--- config.mk ---
export PLATFORM = sky130hd
export DESIGN_NAME = code_mem_arbiter
export DESIGN_NICKNAME = d
export VERILOG_FILES = /design/src/rtl/code_mem_arbiter_pkg.sv /design/src/rtl/code_mem_arb_prio.sv /design/src/rtl/code_mem_arbiter.sv
export SDC_FILE = /design/constraint.sdc
export NUM_CORES = 1
export LEC_CHECK = 0
export ABC_AREA = 1
export CORE_AREA = 2 2 132 134
export CTS_CLUSTER_SIZE = 20
export DETAILED_ROUTE_END_ITERATION = 8
export DIE_AREA = 0 0 134 136
export PLACE_DENSITY_LB_ADDON = 0.15
export SYNTH_ARGS = -nofsm -noshare
export SYNTH_HDL_FRONTEND = slang
export SYNTH_HIERARCHICAL = 1
export SYNTH_SLANG_ARGS = --single-unit
--- constraint.sdc ---
create_clock -name iCLK -period 12.1 [get_ports iCLK]
set_clock_uncertainty 0.15 [all_clocks]
set_input_delay 2.42 -clock iCLK [delete_from_list [all_inputs] [get_ports iCLK]]
set_output_delay 2.42 -clock iCLK [all_outputs]
set_load 0.05 [all_outputs]
--- src/rtl/code_mem_arbiter_pkg.sv ---
// Shared definitions for the code/system memory arbiter.
// Holds the FSM state encodings, the requester IDs, the read byte-enable constant
// and the memory command payload that the arbiter registers onto the oMem* port.
package code_mem_arbiter_pkg;

    localparam int unsigned ADDR_W = 32;
    localparam int unsigned DATA_W = 32;
    localparam int unsigned BE_W   = 4;

    localparam logic [BE_W-1:0] RD_BYTE_EN = 4'hF;

    typedef enum logic [1:0] {
        ST_IDLE = 2'd0,
        ST_CMD  = 2'd1,
        ST_WAIT = 2'd2
    } state_t;

    typedef enum logic {
        REQ_I = 1'b0,
        REQ_D = 1'b1
    } req_id_t;

    // One memory access as driven onto the shared port.
    typedef struct packed {
        logic [ADDR_W-1:0] addr;
        logic [BE_W-1:0]   be;
        logic [DATA_W-1:0] wdata;
        logic              rd;
        logic              wr;
    } mem_cmd_t;

endpackage

--- src/rtl/code_mem_arb_prio.sv ---
// D-priority pick with an anti-starvation guard for the instruction requester.
// Ports:
//   clk, rst      clock and asynchronous active-high reset
//   arb_en        high while the arbiter is idle and may issue a grant
//   ireq, dreq    raw instruction / data requests
//   gnt_valid_c   some request is pending (combinational)
//   gnt_is_d_c    1 = D wins this cycle, 0 = I wins (combinational)
module code_mem_arb_prio
    import code_mem_arbiter_pkg::*;
#(
    parameter int unsigned STARVE_LIM = 4
) (
    input  logic clk,
    input  logic rst,
    input  logic arb_en,
    input  logic ireq,
    input  logic dreq,
    output logic gnt_valid_c,
    output logic gnt_is_d_c
);

    localparam int unsigned SW = $clog2(STARVE_LIM + 1);

    logic [SW-1:0] starve_q;
    logic          starved_c;

    // I is forced through once D has won STARVE_LIM times in a row over it.
    assign starved_c   = (starve_q == SW'(STARVE_LIM));
    assign gnt_is_d_c  = dreq && !(starved_c && ireq);
    assign gnt_valid_c = ireq || dreq;

    // Count consecutive D wins while I waits; any I win or idle I clears it.
    always_ff @(posedge clk or posedge rst) begin
        if (rst) begin
            starve_q <= '0;
        end else if (arb_en) begin
            if (!ireq || !gnt_is_d_c) begin
                starve_q <= '0;
            end else if (!starved_c) begin
                starve_q <= starve_q + SW'(1);
            end
        end
    end

endmodule

--- src/rtl/code_mem_arbiter.sv ---
// Shares the single code/system memory port between instruction fetch (I) and
// load/store (D). One access in flight: IDLE -> CMD -> WAIT x READ_LAT -> IDLE for
// reads, IDLE -> CMD -> IDLE for stores. D has priority, I is protected from starvation.
// Ports:
//   iCLK, iRST                      clock, asynchronous active-high reset
//   iIReq/iIAddress                 fetch request; oIGnt, oIValid, oIRdata responses
//   iDReq/iDWe/iDByteEnable/
//   iDAddress/iDWriteData           load/store request; oDGnt, oDValid, oDRdata responses
//   oMemAddress/oMemByteEnable/
//   oMemWriteData/oMemRead/oMemWrite memory command; iMemData memory read data
//   oMisalign                       pulses with a grant whose address[1:0] != 0
//   oIStallCnt/oDStallCnt           request-stall counters
// Build option: define MEMARB_PERF_CNT_EN to implement the stall counters; otherwise
// both counters read as zero.
module code_mem_arbiter
    import code_mem_arbiter_pkg::*;
#(
    parameter int unsigned READ_LAT   = 1,
    parameter int unsigned STARVE_LIM = 4
) (
    input  logic        iCLK,
    input  logic        iRST,
    input  logic        iIReq,
    input  logic [31:0] iIAddress,
    output logic        oIGnt,
    output logic        oIValid,
    output logic [31:0] oIRdata,
    input  logic        iDReq,
    input  logic        iDWe,
    input  logic [3:0]  iDByteEnable,
    input  logic [31:0] iDAddress,
    input  logic [31:0] iDWriteData,
    output logic        oDGnt,
    output logic        oDValid,
    output logic [31:0] oDRdata,
    output logic [31:0] oMemAddress,
    output logic [3:0]  oMemByteEnable,
    output logic [31:0] oMemWriteData,
    output logic        oMemRead,
    output logic        oMemWrite,
    input  logic [31:0] iMemData,
    output logic        oMisalign,
    output logic [31:0] oIStallCnt,
    output logic [31:0] oDStallCnt
);

    state_t      state_q, state_d;
    logic [1:0]  wcnt_q, wcnt_d;
    req_id_t     owner_q, owner_d;
    mem_cmd_t    cmd_q, cmd_d;
    logic        ignt_d, dgnt_d, ivalid_d, dvalid_d, misalign_d;
    logic        rd_done_c;
    logic [31:0] irdata_q, drdata_q;
    logic        arb_en_c, gnt_valid_c, gnt_is_d_c;

    code_mem_arb_prio #(.STARVE_LIM(STARVE_LIM)) u_prio (
        .clk         (iCLK),
        .rst         (iRST),
        .arb_en      (arb_en_c),
        .ireq        (iIReq),
        .dreq        (iDReq),
        .gnt_valid_c (gnt_valid_c),
        .gnt_is_d_c  (gnt_is_d_c)
    );

    // Next-state and next-output logic.
    always_comb begin
        state_d    = state_q;
        wcnt_d     = wcnt_q;
        owner_d    = owner_q;
        cmd_d      = cmd_q;
        cmd_d.rd   = 1'b0;
        cmd_d.wr   = 1'b0;
        ignt_d     = 1'b0;
        dgnt_d     = 1'b0;
        misalign_d = 1'b0;
        rd_done_c  = 1'b0;
        arb_en_c   = 1'b0;

        unique case (state_q)
            ST_IDLE: begin
                arb_en_c = 1'b1;
                if (gnt_valid_c) begin
                    state_d = ST_CMD;
                    if (gnt_is_d_c) begin
                        owner_d     = REQ_D;
                        dgnt_d      = 1'b1;
                        misalign_d  = |iDAddress[1:0];
                        cmd_d.addr  = {iDAddress[31:2], 2'b00};
                        cmd_d.be    = iDWe ? iDByteEnable : RD_BYTE_EN;
                        cmd_d.wdata = iDWe ? iDWriteData : '0;
                        cmd_d.rd    = !iDWe;
                        cmd_d.wr    = iDWe;
                    end else begin
                        owner_d     = REQ_I;
                        ignt_d      = 1'b1;
                        misalign_d  = |iIAddress[1:0];
                        cmd_d.addr  = {iIAddress[31:2], 2'b00};
                        cmd_d.be    = RD_BYTE_EN;
                        cmd_d.wdata = '0;
                        cmd_d.rd    = 1'b1;
                    end
                end
            end
            ST_CMD: begin
                if (cmd_q.wr) begin
                    state_d = ST_IDLE;
                end else begin
                    state_d   = ST_WAIT;
                    wcnt_d    = 2'(READ_LAT - 1);
                    rd_done_c = (READ_LAT == 1);
                end
            end
            ST_WAIT: begin
                if (wcnt_q == 2'd0) begin
                    state_d = ST_IDLE;
                end else begin
                    wcnt_d    = wcnt_q - 2'd1;
                    rd_done_c = (wcnt_q == 2'd1);
                end
            end
            default: state_d = ST_IDLE;
        endcase

        // Valid is registered so it is high in the last WAIT cycle, when iMemData is live.
        ivalid_d = rd_done_c && (owner_q == REQ_I);
        dvalid_d = rd_done_c && (owner_q == REQ_D);
    end

    // State and registered outputs.
    always_ff @(posedge iCLK or posedge iRST) begin
        if (iRST) begin
            state_q   <= ST_IDLE;
            wcnt_q    <= 2'd0;
            owner_q   <= REQ_I;
            cmd_q     <= '0;
            oIGnt     <= 1'b0;
            oDGnt     <= 1'b0;
            oIValid   <= 1'b0;
            oDValid   <= 1'b0;
            oMisalign <= 1'b0;
            irdata_q  <= '0;
            drdata_q  <= '0;
        end else begin
            state_q   <= state_d;
            wcnt_q    <= wcnt_d;
            owner_q   <= owner_d;
            cmd_q     <= cmd_d;
            oIGnt     <= ignt_d;
            oDGnt     <= dgnt_d;
            oIValid   <= ivalid_d;
            oDValid   <= dvalid_d;
            oMisalign <= misalign_d;
            if (oIValid) irdata_q <= iMemData;
            if (oDValid) drdata_q <= iMemData;
        end
    end

    assign oMemAddress    = cmd_q.addr;
    assign oMemByteEnable = cmd_q.be;
    assign oMemWriteData  = cmd_q.wdata;
    assign oMemRead       = cmd_q.rd;
    assign oMemWrite      = cmd_q.wr;

    // Read data passes straight through in its valid cycle; the flop holds it afterwards.
    assign oIRdata = oIValid ? iMemData : irdata_q;
    assign oDRdata = oDValid ? iMemData : drdata_q;

`ifdef MEMARB_PERF_CNT_EN
    logic [31:0] istall_q, dstall_q;

    // Saturating counts of cycles a request waits without a grant.
    always_ff @(posedge iCLK or posedge iRST) begin
        if (iRST) begin
            istall_q <= '0;
            dstall_q <= '0;
        end else begin
            if (iIReq && !oIGnt && (istall_q != 32'hFFFF_FFFF)) istall_q <= istall_q + 32'd1;
            if (iDReq && !oDGnt && (dstall_q != 32'hFFFF_FFFF)) dstall_q <= dstall_q + 32'd1;
        end
    end

    assign oIStallCnt = istall_q;
    assign oDStallCnt = dstall_q;
`else
    assign oIStallCnt = 32'h0;
    assign oDStallCnt = 32'h0;
`endif

endmodule

=== After elaboration in Yosys (flattened, before gate mapping) ===
Index checks and enable logic that the tools add are counted.

* Flip-flop bits (word level): 147
* Input bits: 137

* $add $sub $neg: 2
* Equality and inequality tests: 9
* Mux-type cells: 30
* Bitwise gates (word level): 1
* Reductions and logical operators: 19

{| class="wikitable"
|+ Operators with widths
! kind !! number
|-
| $mux 32 || 3
|-
| $mux 69 || 1
|-
| $mux 2 || 7
|-
| $mux 1 || 13
|-
| $ne 2x2->1 const B || 5
|-
| $mux 3 || 2
|-
| $pmux 2 s3 || 1
|-
| $reduce_and 2->1 || 3
|-
| $eq 2x1->1 const B || 2
|-
| $logic_and 1x1->1 || 4
|-
| $logic_not 1->1 || 4
|-
| $logic_not 2->1 || 2
|-
| $mux 4 || 1
|-
| $pmux 2 s2 || 1
|-
| $reduce_or 2->1 || 2
|-
| $add 3x1->3 const B || 1
|-
| $eq 3x3->1 const B || 1
|-
| $reduce_and 3->1 || 1
|-
| $eq 2x2->1 const B || 1
|-
| $logic_or 1x1->1 || 2
|-
| $pmux 1 s2 || 1
|-
| $reduce_bool 2->1 || 1
|-
| $sub 2x1->2 const B || 1
|-
| $not 1->1 || 1
|}

=== Logic depth before layout (Yosys ltp) ===
* Depth after elaboration: 8
* Mapped depth: 11

=== Modules after synthesis ===
The synthesis kept the hierarchy.

{| class="wikitable"
|+ By module, submodules not included
! module !! instances !! cells each !! area each (µm²) !! sequential area each (µm²)
|-
| code_mem_arbiter || 1 || 624 || 6661.4 || 3553.4
|-
| code_mem_arb_prio || 1 || 29 || 198.9 || 75.1
|}

=== Worst setup path before layout ===
Ideal clock, no wire load.

* Path kind: input to output
* Start: input port iMemData[18]
* End: output port oDRdata[18]
* Data arrival time: 2.914 ns
* Required time: 9.530 ns
* Slack: 6.616 ns
* Stages: 1
* Cell sequence: mux2_1

* Longest elaborated chain between the ends: 1

{| class="wikitable"
|+ Ends and longest elaborated chain
! item !! line !! RTL
|-
| start: declaration || code_mem_arbiter.sv:41 || <nowiki>input logic [31:0] iMemData,</nowiki>
|-
| $mux 32 || -- ||
|-
| end: declaration || code_mem_arbiter.sv:35 || <nowiki>output logic [31:0] oDRdata,</nowiki>
|}

Every way passes these cells.

=== Worst setup path after layout ===
* Start: input port iMemData[29]
* End: output port oIRdata[29]

* Longest elaborated chain between the ends: 1

{| class="wikitable"
|+ Ends and longest elaborated chain
! item !! line !! RTL
|-
| $mux 32 || -- ||
|-
| end: declaration || code_mem_arbiter.sv:27 || <nowiki>output logic [31:0] oIRdata,</nowiki>
|}

Every way passes these cells.

==> results_dict.tcl <==
set metrics [dict create \
    grt_pass1_vias 4728 \
    numPlacedInstances 1119 \
    synth-seq-cells 145 \
    p_seq_frac 0.244 \
    critPathBufInv 2 \
    clk-insertion-delay-late_ns 0.42 \
    pwr-share-clk 0.162 \
    clk_path_buf_depth 2 \
    nFillCells 1434 \
    multi_input_comb_area_sq_um 2496 \
    final_cell_mix "clkdlybuf4s50_1 (273), nand2_1 (161), dfrtp_1 (145)" \
    ys_seq_area_frac 0.5289 \
    critical_path_class "input pin to primary output" \
    rsz0062_at_grt "false" \
    path_clk_slew_ns 0.06 \
    final_common_cell "clkdlybuf4s50_1" \
    hold_class "register to register" \
    postCtsHoldBufs 0 \
    max_stage_delay_ns 0.81 \
    grt_pass1_wl_mm 26.72 \
    synth_area_per_cell_sq_um 10.51 \
    vias 5143 \
    drc_errors 0 \
    crit_fanout 2 \
    die_w_microns 134 \
    arrival_ns 3.92 \
    vdd_ir_drop_max_uv 154.5 \
    setup_viol 0 \
    port_buffers 273 \
    worst_pin_slew_ns 1.051 \
    period_needed_ns 6.487 \
    p_leak_nw 4.549 \
    critPathLaunch "iMemData[29]" \
    worstReg2RegStart "u_prio/starve_q[0]$_DFFE_PP0P_" \
    ant_nets 0 \
    nets 1057 \
    h-tree-depth 4 \
    cpMostUsedCell "clkdlybuf4s50_1" \
    die-height_microns 136 \
    p_per_area_nw_per_um2 320.2 \
    netlist_area_sq_um 6860 \
    grt-ovfl-total 0 \
    cts_resized 0 \
    totalWireLength_mm 17.87 \
    cts_setup_buffers 0 \
    cts_made_buffers 17 \
    yosys_warnings 6 \
    holdWs_ns 0.2845 \
    viasPerCell 4.464 \
    area_growth_pct 45.43 \
    critPathTopFamily "buffers and inverters" \
    status "finished clean" \
    comb_power_share 0.594 \
    ys_types 24 \
    drt_pre_antenna_iters 4 \
    cts-root-buf "clkbuf_16" \
    pin_count 340 \
    switching_share 0.4881 \
    core-area_sq_um 16880 \
    yosysTopAreaCell "dfrtp_1" \
    intPower_mw 1.635 \
    r2r_cells 9 \
    grt_use_total 0.1931 \
    switchingPower_mw 1.559 \
    fin_cells 1152 \
    max_freq_mhz 154.2 \
    r2r_slack_ns 9.35 \
    initial_core_util 0.4065 \
    dieArea_sq_um 18220 \
    synth_top_area_frac 0.5289 \
    cp.required_ns 9.53 \
    fin_crit_sh 0.5361 \
    cts_tree "yes" \
    critPathLaunchType "input pin" \
    fin_setup_tns_ns 0 \
    antenna_found_initial 0 \
    cpMaxStageDelayCell "clkdlybuf4s50_1" \
    finalMaxSlewViolations 0 \
    place_congestion 0.7495 \
    hold_violations 0 \
    maxCapViolCount 0 \
    end_kind "primary output" \
    dpl.hpwl_mm 12.65 \
    worst-path-stages 3 \
    path_cells "clkdlybuf4s50_1 -> mux2_2 -> clkdlybuf4s50_1" \
    synth_area_leaders "dfrtp_1 (53%), mux2_2 (9.7%), nand2_1 (8.9%), buf_4 (7.2%), o211ai_2 (5.1%)" \
    cp-endpoint "oIRdata[29]" \
    grt_max_degree 82 \
    row_count 48 \
    seqCellArea_sq_um 3628 \
    holdPathStages 1 \
    clock_sinks 145 \
    synth_cells 653 \
    drt-initial-drc-count 273 \
    slew_headroom 0.2996 \
    wl_per_cell_microns 15.51 \
    layout-drive-gt1-share 0.1393 \
    worstReg2RegEnd "oMemByteEnable[1]$_DFFE_PP0P_" \
]
worst min path at each step:
stage	from	endpoint	slack, ns
after CTS	owner_q$_DFFE_PP0P_	oIValid$_DFF_PP0_	0.28
after global routing	owner_q$_DFFE_PP0P_	oIValid$_DFF_PP0_	0.31
final	owner_q$_DFFE_PP0P_	oIValid$_DFF_PP0_	0.28
after floorplan	owner_q$_DFFE_PP0P_	oIValid$_DFF_PP0_	0.25
after global placement	owner_q$_DFFE_PP0P_	oIValid$_DFF_PP0_	0.26
after detailed placement	owner_q$_DFFE_PP0P_	oIValid$_DFF_PP0_	0.27
metal layers:
metal / up-vias / track usage / share of wire
li1: 2503 / - / -
met1: 2416 / 0.2404 / 0.42
met2: 204 / 0.3160 / 0.49
met3: 20 / 0.06674 / 0.080
met4: 0 / 0.06265 / 0.016
met5: - / 0 / 0
power groups by stage:
stage | combinational [mW] | clock, mW | sequential [mW]
6_report | 1.90 | 0.517 | 0.780
5_1_grt | 1.99 | 0.556 | 0.803
4_1_cts | 1.92 | 0.530 | 0.782
3_5_place_dp | 1.91 | 0 | 0.786
3_3_place_gp | 1.91 | 0 | 0.781
2_1_floorplan | 1.01 | 0 | 1.12
logic make-up (layout without fill, tap and decap cells):
logic type | after synthesis | in the layout | synth area share
AND/OR/NAND/NOR | 209 | 209 | 0.1226
multiplexers | 64 | 64 | 0.1051
flip-flops | 145 | 145 | 0.5289
adder cells (fa/ha/maj) | 7 | 7 | 0.01277
other | 1 | 67 | 0.0005466
buffers and inverters | 153 | 361 | 0.1439
AO/OA/AOI/OAI | 74 | 74 | 0.08627
flip-flops by register name (all words and copies together) (netlist names):
register	cells
drdata_q	32
irdata_q	32
oMemWriteData	32
oMemAddress	30
oMemByteEnable	4
u_prio/starve_q	3
state_q	2
wcnt_q	2
oDGnt	1
oDValid	1
oIGnt	1
oIValid	1
oMemRead	1
oMemWrite	1
oMisalign	1
owner_q	1
synth_stat cells:
master    number
a21oi_1        1
clkbuf_2       2
o211ai_2      28
or2_2          1
buf_4         66
clkinv_8       1
clkbuf_1       1
o21ai_2        1
mux2_1         5
mux2_2        59
o21ai_1        5
ha_1           7
nor2_1         8
conb_1         1
nand2_1      162
inv_1         49
o211ai_1       3
buf_2         18
nor2_4         1
buf_6         14
buf_8          2
dfrtp_1      145
o21ai_0       36
nand3_1       37
final cells by class:
| class | instances | area share |
|---|---|---|
| Sequential cell | 145 | 0.3637 |
| Timing Repair Buffer | 279 | 0.2784 |
| Multi-Input combinational cell | 420 | 0.2502 |
| Clock buffer | 23 | 0.04791 |
| Tap cell | 225 | 0.02822 |
| Inverter | 50 | 0.02069 |
| Clock inverter | 9 | 0.01066 |
| Antenna cell | 1 | 0.0002508 |
worst reg2reg max path: stages, from the launching register on:
cell	delay, ns
dfrtp_1	0.37
inv_1	0.07
ha_1	0.21
nand3_1	0.08
nand2_1	0.08
clkinv_2	0.52
buf_4	0.68
nand2_1	0.19
o21ai_0	0.22
nand2_1	0.07
through the flow:
stage | utilization | total power, mW | instance area [sq um] | setup slack, ns
global placement | 0.5564 | 2.686 | 9390 | 5.606
global route | 0.5910 | 3.348 | 9975 | 5.571
floorplan | - | 2.129 | 7104 | 5.720
finish | 0.5912 | 3.195 | 9977 | 5.613
detailed placement | 0.5564 | 2.699 | 9390 | 5.616
CTS | 0.5910 | 3.227 | 9975 | 5.595
(Power assumes the default switching activity.)
